===== src/rtl/fetch_queue_unit_pkg.sv =====
// fetch_pkg: opcodes, FSM state encoding and J/B immediate decoders shared by the fetch queue unit.
package fetch_pkg;
  localparam logic [6:0] OP_JAL = 7'b1101111;
  localparam logic [6:0] OP_JALR = 7'b1100111;
  localparam logic [6:0] OP_BRANCH = 7'b1100011;
  typedef enum logic [1:0] {ST_FETCH, ST_WAIT, ST_STALL} state_e;
  function automatic logic signed [20:0] j_imm(input logic [31:0] i);
    return {i[31], i[19:12], i[20], i[30:21], 1'b0};
  endfunction
  function automatic logic signed [12:0] b_imm(input logic [31:0] i);
    return {i[31], i[7], i[30:25], i[11:8], 1'b0};
  endfunction
endpackage


===== src/rtl/fetch_queue_unit_if.sv =====
// fetch_queue_unit_if: icache/predictor, issue-side and CDB signals of the fetch queue unit.
interface fetch_queue_unit_if #(parameter int XLEN = 32);
  logic ic_req_valid;
  logic [XLEN-1:0] ic_req_addr;
  logic ic_resp_valid;
  logic [XLEN-1:0] ic_resp_instr;
  logic [XLEN-1:0] pred_addr;
  logic pred_taken;
  logic out_valid;
  logic out_ready;
  logic [XLEN-1:0] out_instr;
  logic [XLEN-1:0] out_pc;
  logic out_pred_taken;
  logic flush;
  logic [XLEN-1:0] flush_pc;
  logic jalr_valid;
  logic [XLEN-1:0] jalr_target;
  modport master (
    output ic_req_valid, ic_req_addr, pred_addr, out_valid, out_instr, out_pc, out_pred_taken,
    input ic_resp_valid, ic_resp_instr, pred_taken, out_ready, flush, flush_pc, jalr_valid, jalr_target
  );
  modport slave (
    input ic_req_valid, ic_req_addr, pred_addr, out_valid, out_instr, out_pc, out_pred_taken,
    output ic_resp_valid, ic_resp_instr, pred_taken, out_ready, flush, flush_pc, jalr_valid, jalr_target
  );
endinterface


===== src/rtl/fetch_queue_unit_fifo.sv =====
// fetch_fifo: power-of-two register FIFO with clear; the head is read straight from the storage flops.
module fetch_fifo #(
  parameter int DEPTH = 4,
  parameter int W = 65
) (
  input  logic clk,
  input  logic rst,
  input  logic en,
  input  logic push,
  input  logic pop,
  input  logic clear,
  input  logic [W-1:0] wdata,
  output logic [W-1:0] rdata,
  output logic [$clog2(DEPTH):0] count
);
  localparam int AW = $clog2(DEPTH);
  logic [W-1:0] mem_q [DEPTH];
  logic [W-1:0] mem_d [DEPTH];
  logic [AW-1:0] rd_q, rd_d, wr_q, wr_d;
  logic [AW:0] count_q, count_d;
  always_comb begin
    mem_d = mem_q;
    if (push) mem_d[wr_q] = wdata;
    rd_d = clear ? '0 : rd_q + AW'(pop);
    wr_d = clear ? '0 : wr_q + AW'(push);
    count_d = clear ? '0 : count_q + (AW+1)'(push) - (AW+1)'(pop);
  end
  always_ff @(posedge clk)
    if (rst) begin
      mem_q <= '{default: '0};
      rd_q <= '0;
      wr_q <= '0;
      count_q <= '0;
    end else if (en) begin
      mem_q <= mem_d;
      rd_q <= rd_d;
      wr_q <= wr_d;
      count_q <= count_d;
    end
  assign rdata = mem_q[rd_q];
  assign count = count_q;
endmodule


===== src/rtl/fetch_queue_unit.sv =====
// fetch_queue_unit: single-outstanding icache fetcher with predecode redirect and a QUEUE_DEPTH output FIFO.
// Optional return-address stack enabled by defining FETCH_RAS_EN.
module fetch_queue_unit
  import fetch_pkg::*;
#(
  parameter int XLEN = 32,
  parameter int QUEUE_DEPTH = 4,
  parameter logic [XLEN-1:0] RESET_PC = '0,
  parameter int RAS_DEPTH = 4
) (
  input logic clk,
  input logic rst,
  input logic rdy,
  fetch_queue_unit_if.master bus
);
  localparam int CW = $clog2(QUEUE_DEPTH) + 1;
  localparam int EW = 2 * XLEN + 1;
  if (QUEUE_DEPTH < 2 || (QUEUE_DEPTH & (QUEUE_DEPTH - 1)) != 0 || RAS_DEPTH < 1)
    $error("fetch_queue_unit: QUEUE_DEPTH must be a power of two >= 2 and RAS_DEPTH >= 1");
  state_e state_q, state_d;
  logic [XLEN-1:0] pc_q, pc_d, seq_pc;
  logic discard_q, discard_d, req, push, pop, flag;
  logic [CW-1:0] count;
  logic [EW-1:0] head;
  logic [31:0] ins;
  assign ins = bus.ic_resp_instr[31:0];
  assign seq_pc = pc_q + XLEN'(4);
`ifdef FETCH_RAS_EN
  localparam int RW = RAS_DEPTH > 1 ? $clog2(RAS_DEPTH) : 1;
  logic [XLEN-1:0] ras_q [RAS_DEPTH];
  logic [XLEN-1:0] ras_d [RAS_DEPTH];
  logic [RW-1:0] sp_q, sp_d, sp_up;
  logic [RW:0] rn_q, rn_d;
  logic link_rd, link_rs1;
  assign link_rd = ins[11:7] == 5'd1 || ins[11:7] == 5'd5;
  assign link_rs1 = ins[19:15] == 5'd1 || ins[19:15] == 5'd5;
  assign sp_up = sp_q == RW'(RAS_DEPTH - 1) ? '0 : sp_q + 1'b1;
`endif
  // A flush in the same cycle as a request would orphan it, so flush also gates req.
  always_comb begin
    state_d = state_q;
    pc_d = pc_q;
    discard_d = discard_q;
    push = 1'b0;
    flag = 1'b0;
`ifdef FETCH_RAS_EN
    ras_d = ras_q;
    sp_d = sp_q;
    rn_d = rn_q;
`endif
    req = !rst && rdy && !bus.flush && !discard_q && state_q == ST_FETCH && count < CW'(QUEUE_DEPTH);
    if (bus.flush) begin
      pc_d = bus.flush_pc;
      state_d = ST_FETCH;
      discard_d = !bus.ic_resp_valid && (state_q == ST_WAIT || discard_q);
`ifdef FETCH_RAS_EN
      sp_d = '0;
      rn_d = '0;
`endif
    end else if (discard_q) begin
      discard_d = !bus.ic_resp_valid;
    end else if (req) begin
      state_d = ST_WAIT;
    end else if (state_q == ST_WAIT && bus.ic_resp_valid) begin
      push = 1'b1;
      flag = ins[6:0] == OP_BRANCH && bus.pred_taken;
      pc_d = ins[6:0] == OP_JAL ? pc_q + XLEN'(j_imm(ins)) : flag ? pc_q + XLEN'(b_imm(ins)) : seq_pc;
      state_d = ins[6:0] == OP_JALR ? ST_STALL : ST_FETCH;
`ifdef FETCH_RAS_EN
      if ((ins[6:0] == OP_JAL || ins[6:0] == OP_JALR) && link_rd) begin
        sp_d = sp_up;
        ras_d[sp_up] = seq_pc;
        rn_d = rn_q + (RW+1)'(rn_q != (RW+1)'(RAS_DEPTH));
      end
      if (ins[6:0] == OP_JALR && link_rs1 && !link_rd && rn_q != '0) begin
        pc_d = ras_q[sp_q];
        state_d = ST_FETCH;
        flag = 1'b1;
        sp_d = sp_q == '0 ? RW'(RAS_DEPTH - 1) : sp_q - 1'b1;
        rn_d = rn_q - 1'b1;
      end
`endif
    end else if (state_q == ST_STALL && bus.jalr_valid) begin
      pc_d = bus.jalr_target;
      state_d = ST_FETCH;
    end
  end
  always_ff @(posedge clk)
    if (rst) begin
      state_q <= ST_FETCH;
      pc_q <= RESET_PC;
      discard_q <= 1'b0;
`ifdef FETCH_RAS_EN
      ras_q <= '{default: '0};
      sp_q <= '0;
      rn_q <= '0;
`endif
    end else if (rdy) begin
      state_q <= state_d;
      pc_q <= pc_d;
      discard_q <= discard_d;
`ifdef FETCH_RAS_EN
      ras_q <= ras_d;
      sp_q <= sp_d;
      rn_q <= rn_d;
`endif
    end
  assign pop = bus.out_valid && bus.out_ready;
  fetch_fifo #(.DEPTH(QUEUE_DEPTH), .W(EW)) u_fifo (
    .clk(clk),
    .rst(rst),
    .en(rdy),
    .push(push),
    .pop(pop),
    .clear(bus.flush),
    .wdata({bus.ic_resp_instr, pc_q, flag}),
    .rdata(head),
    .count(count)
  );
  assign bus.ic_req_valid = req;
  assign bus.ic_req_addr = pc_q;
  assign bus.pred_addr = pc_q;
  assign bus.out_valid = count != '0;
  assign bus.out_instr = head[EW-1:XLEN+1];
  assign bus.out_pc = head[XLEN:1];
  assign bus.out_pred_taken = head[0];
endmodule


===== src/flat_wrapper.sv =====
// flat-port wrapper written by rule: the top's interface ports become plain ports
module fetch_queue_unit_flat import fetch_pkg::*;
#(
  parameter int XLEN = 32,
  parameter int QUEUE_DEPTH = 4,
  parameter logic [XLEN-1:0] RESET_PC = '0,
  parameter int RAS_DEPTH = 4
)
  (clk, rst, rdy, bus_ic_req_valid, bus_ic_req_addr, bus_pred_addr, bus_out_valid, bus_out_instr, bus_out_pc, bus_out_pred_taken, bus_ic_resp_valid, bus_ic_resp_instr, bus_pred_taken, bus_out_ready, bus_flush, bus_flush_pc, bus_jalr_valid, bus_jalr_target);
  fetch_queue_unit_if #(.XLEN(XLEN)) bus_i ();
  input logic clk;
  input logic rst;
  input logic rdy;
  output wire logic [$bits(bus_i.ic_req_valid)-1:0] bus_ic_req_valid;
  output wire logic [$bits(bus_i.ic_req_addr)-1:0] bus_ic_req_addr;
  output wire logic [$bits(bus_i.pred_addr)-1:0] bus_pred_addr;
  output wire logic [$bits(bus_i.out_valid)-1:0] bus_out_valid;
  output wire logic [$bits(bus_i.out_instr)-1:0] bus_out_instr;
  output wire logic [$bits(bus_i.out_pc)-1:0] bus_out_pc;
  output wire logic [$bits(bus_i.out_pred_taken)-1:0] bus_out_pred_taken;
  input wire logic [$bits(bus_i.ic_resp_valid)-1:0] bus_ic_resp_valid;
  input wire logic [$bits(bus_i.ic_resp_instr)-1:0] bus_ic_resp_instr;
  input wire logic [$bits(bus_i.pred_taken)-1:0] bus_pred_taken;
  input wire logic [$bits(bus_i.out_ready)-1:0] bus_out_ready;
  input wire logic [$bits(bus_i.flush)-1:0] bus_flush;
  input wire logic [$bits(bus_i.flush_pc)-1:0] bus_flush_pc;
  input wire logic [$bits(bus_i.jalr_valid)-1:0] bus_jalr_valid;
  input wire logic [$bits(bus_i.jalr_target)-1:0] bus_jalr_target;
  assign bus_ic_req_valid = bus_i.ic_req_valid;
  assign bus_ic_req_addr = bus_i.ic_req_addr;
  assign bus_pred_addr = bus_i.pred_addr;
  assign bus_out_valid = bus_i.out_valid;
  assign bus_out_instr = bus_i.out_instr;
  assign bus_out_pc = bus_i.out_pc;
  assign bus_out_pred_taken = bus_i.out_pred_taken;
  assign bus_i.ic_resp_valid = bus_ic_resp_valid;
  assign bus_i.ic_resp_instr = bus_ic_resp_instr;
  assign bus_i.pred_taken = bus_pred_taken;
  assign bus_i.out_ready = bus_out_ready;
  assign bus_i.flush = bus_flush;
  assign bus_i.flush_pc = bus_flush_pc;
  assign bus_i.jalr_valid = bus_jalr_valid;
  assign bus_i.jalr_target = bus_jalr_target;
  fetch_queue_unit #(.XLEN(XLEN), .QUEUE_DEPTH(QUEUE_DEPTH), .RESET_PC(RESET_PC), .RAS_DEPTH(RAS_DEPTH)) u_core (.clk(clk), .rst(rst), .rdy(rdy), .bus(bus_i));
endmodule

===== config.mk =====
export PLATFORM = sky130hd
export DESIGN_NAME = fetch_queue_unit_flat
export DESIGN_NICKNAME = d
export VERILOG_FILES = /design/src/rtl/fetch_queue_unit_pkg.sv /design/src/rtl/fetch_queue_unit_if.sv /design/src/rtl/fetch_queue_unit_fifo.sv /design/src/rtl/fetch_queue_unit.sv /design/src/flat_wrapper.sv
export SDC_FILE = /design/constraint.sdc
export NUM_CORES = 1
export LEC_CHECK = 0
export CAP_MARGIN = 20
export CORE_ASPECT_RATIO = 2
export CORE_MARGIN = 4
export CORE_UTILIZATION = 50
export CTS_CLUSTER_DIAMETER = 60
export DETAILED_ROUTE_END_ITERATION = 6
export PLACE_DENSITY = 0.79
export SLEW_MARGIN = 10
export SYNTH_ARGS = -nofsm -noshare
export SYNTH_HDL_FRONTEND = slang
export SYNTH_HIERARCHICAL = 1
export SYNTH_SLANG_ARGS = --single-unit

===== constraint.sdc =====
create_clock -name clk -period 3.5 [get_ports clk]
set_input_delay 0.7 -clock clk [delete_from_list [all_inputs] [get_ports clk]]
set_output_delay 0.7 -clock clk [all_outputs]
set_load 0.05 [all_outputs]

==> reports/metrics.csv <==
stage,metric,value,unit
power_and_ir_drop,pwr-share-seq,41.2,%
status,status,finished clean,
clocking,cts_tree,done,
sta,finalHoldViolations,0,
grt,grt_overflow,0,
drt,drt_iter0_drc,1692,
grt,top_usage_layer,met2,
cells_and_area,utilization,66.6,%
clocking,cts_hold_buf,0,
power_and_ir_drop,swShare,28.9,%
cells_and_area,layout_commonest_cell,nand2_1,
sta,worst_slew_pin_slew,1.05,ns
die,die_area,36600,um^2
logic_synthesis,netlist_area,16700,um^2
placement,numPlacedInstances,2853,
logic_synthesis,synth_edf_count,0,
sta,relSlewSlack,30.2,%
clocking,clockBufferDepth,3,
cells_and_area,area_delta_synth_final,31.5,%
clocking,cts_root_buf,clkbuf_16,
sta,fin_crit_sh,97.5,%
power_and_ir_drop,p_int,6.05,mW
logic_synthesis,yosys_warnings,6,
clocking,htree_levels,1,
drt,wl_per_cell,22.3,um
placement,gp_congestion,1.05,
logic_synthesis,async_flop_share,0,%
die,die_x,137,um
setup_path,critPathKind,in -> reg,
setup_path,r2r-end,u_core/bus.ic_req_addr[31],
grt,grt_pass1_vias,17635,
drt,totalWireLength,64900,um
grt,antenna_found_initial,2,
sta,whs,0.429,ns
grt,met3_usage,4.24,%
sta,max_freq,293,MHz
drt,vias,17551,
setup_path,regToRegSetupSlack,0.13,ns
min_path,hold_depth,3,
setup_path,critPathCaptureType,register,
setup_path,rr_startpoint,u_core/bus.ic_req_addr[1],
power_and_ir_drop,pwr-share-comb,18.9,%
clocking,worstSkewPairLatency,0.60,ns
power_and_ir_drop,peakVddDrop,0.501,mV
drt,drtAntennaViolNets,0,
logic_synthesis,synth_nets,2273,
power_and_ir_drop,leakage,8.15,nW
placement,dp_hpwl,46300,um
grt,use_met2,60.6,%
logic_synthesis,yosysUniqueCellTypes,76,
sta,fin_tns_setup,0,ns
setup_path,crit_arrival,3.89,ns
clocking,clkTransAtPathRegs,0.07,ns
clocking,clock_sinks,302,
min_path,hp-class,in -> reg,
cells_and_area,fin_cells,2909,
die,initial_core_util,50.7,%
clocking,cts_buffers,28,
die,core_area,32900,um^2
setup_path,critPathLaunchType,input pin,
logic_synthesis,seq_area_frac_synth,36.2,%
logic_synthesis,yosys_most_used_dff,dfxtp_1,
min_path,min_to,u_core/u_fifo/mem_q[41],
sta,min_period,3.41,ns
grt,grt_max_degree,155,
grt,grtUsageMet1,37.3,%
drt,drc,0,
drt,firstDrtPassIters,6,
setup_path,cp.required,3.98,ns
power_and_ir_drop,p_sw,2.46,mW
cells_and_area,final_layout_size_suffix_gt1_share,16.6,%
power_and_ir_drop,clkPwrFrac,39.8,%
logic_synthesis,synth_top_area_share,36.2,%
logic_synthesis,syn_inst,2118,
drt,viasPerCell,6.03,
placement,io_buffers,234,
logic_synthesis,yosys-top-cells-area,"dfxtp_1, nand2_1, a21oi_1",
power_and_ir_drop,power.total,8.51,mW
sta,finalSetupViolations,0,
grt,grt_pass1_wl,97500,um
die,die_h,266,um
setup_path,worstPathMaxFanout,4,
logic_synthesis,synth_top_cell_by_area,dfxtp_1,
cells_and_area,final_net_count,2609,
power_and_ir_drop,pwr_density_cell,388,nW/um^2
setup_path,r2r_cells,13,
sta,grt_setup_unrepaired,yes,
grt,track_usage,34.6,%
logic_synthesis,ys_seq_elements,302,
min_path,hp-start,bus_ic_resp_instr[8],
sta,report.final.slew_viol_count,0,
cells_and_area,mostFrequentLayoutCells,"nand2_1, a21oi_1, dfxtp_1",
sta,clock_skew,0.0511,ns
job,cap_violations,0,
logic_synthesis,syn-mean-instance-area,7.88,um^2
die,io_pins,235,
die,floorplan.rows,94,
[stage by stage]
| stage | worst slack [ns] | cell area [um^2] |
|---|---|---|
| 2_1_floorplan | 0.119 | 16700 |
| 4_1_cts | 0.00506 | 21800 |
| 3_5_place_dp | -0.829 | 20800 |
| 3_3_place_gp | -0.744 | 20800 |
| 6_report | 0.0883 | 21900 |
| 5_1_grt | -0.0545 | 21900 |
[layer usage]
| metal | vias to the layer above | part of all wire [%] |
|---|---|---|
| li1 | 8047 | - |
| met1 | 8296 | 33 |
| met2 | 911 | 51 |
| met3 | 297 | 6.7 |
| met4 | 0 | 9.0 |
| met5 | - | 0 |
[layout make-up]
| type | count | area (um^2) |
|---|---|---|
| clock buffer | 37 | 795 |
| antenna | 1 | 2.50 |
| sequential | 302 | 6060 |
| clock inverter | 15 | 228 |
| multi-input combinational | 1610 | 9720 |
| inverter | 18 | 67.6 |
| fill | 2784 | 11000 |
| tap | 432 | 541 |
| timing repair buffer | 494 | 4530 |
[cells in the mapped netlist (8+ instances only)]
cell,instances
buf_2,59
ha_1,48
o211ai_1,12
a21oi_1,354
xnor2_1,33
nor3_1,16
clkbuf_1,81
inv_1,18
a31oi_1,8
nand3b_1,9
nand3_1,33
nor2_1,97
nand2b_1,11
o21ai_0,68
nand2_1,611
nand4_1,12
a2111oi_0,9
mux4_2,65
a21o_1,14
buf_4,41
o22ai_1,12
a211oi_1,27
nor2b_1,8
dfxtp_1,302
xor2_1,26
and3_1,14
[worst max-delay path by stage]
stage,start,to,slack [ns]
2_1_floorplan,u_core/bus.ic_req_addr[8],u_core/bus.ic_req_addr[24],0.12
3_3_place_gp,bus_ic_resp_instr[8],u_core/bus.ic_req_addr[31],-0.74
3_5_place_dp,bus_ic_resp_instr[8],u_core/bus.ic_req_addr[31],-0.83
4_1_cts,u_core/u_fifo/rd_q[1],bus_out_instr[19],0.005
5_1_grt,bus_ic_resp_instr[9],u_core/bus.ic_req_addr[31],-0.05
6_report,bus_ic_resp_instr[9],u_core/bus.ic_req_addr[31],0.09
[state kept, by name, summed over array words and instances, names as in the netlist]
name                    flops
u_core/u_fifo/wr_q          2
u_core/bus.ic_req_addr     32
u_core/u_fifo/rd_q          2
u_core/u_fifo/count         3
u_core/state_q              2
u_core/discard_q            1
u_core/u_fifo/mem_q       260
[cell families (layout without fill, tap and decap cells)]
logic type / count (synthesis) / in the layout / synth area share (%)
AO/OA/AOI/OAI: 579 / 579 / 20.2
XOR/XNOR: 59 / 59 / 3.10
adder cells (fa/ha/maj): 51 / 51 / 3.96
buffers and inverters: 206 / 564 / 6.09
flip-flops: 302 / 302 / 36.2
multiplexers: 71 / 71 / 9.14
other: 0 / 1 / 0
AND/OR/NAND/NOR: 850 / 850 / 21.3
[power by group through the flow]
stage / combinational (mW) / sequential, mW / clock [mW]
global route: 1.69 / 3.51 / 3.55
finish: 1.61 / 3.51 / 3.39
floorplan: 0.705 / 3.69 / 0
CTS: 1.57 / 3.51 / 3.42
global placement: 1.55 / 3.59 / 0
detailed placement: 1.56 / 3.59 / 0
[worst max-delay path, cell delays in order]
cell	delay, ns
clkdlybuf4s50_1	0.47
inv_1	0.09
fa_1	0.41
nand2b_1	0.18
a211o_1	0.32
a31o_2	0.31
a21oi_1	0.13
and3b_1	0.24
o31ai_2	0.22
xnor2_1	0.15
o22ai_1	0.14
a2111oi_2	0.42
a211oi_1	0.09
[what timing repair did]
item,4_1_cts,5_1_grt
endpoints found under the setup margin,13,23
gates resized for setup,9,29
pin swaps,1,4
buffers inserted,1,2
hold endpoints to repair,0,0
Note: power is estimated with default switching activity, not from simulation.
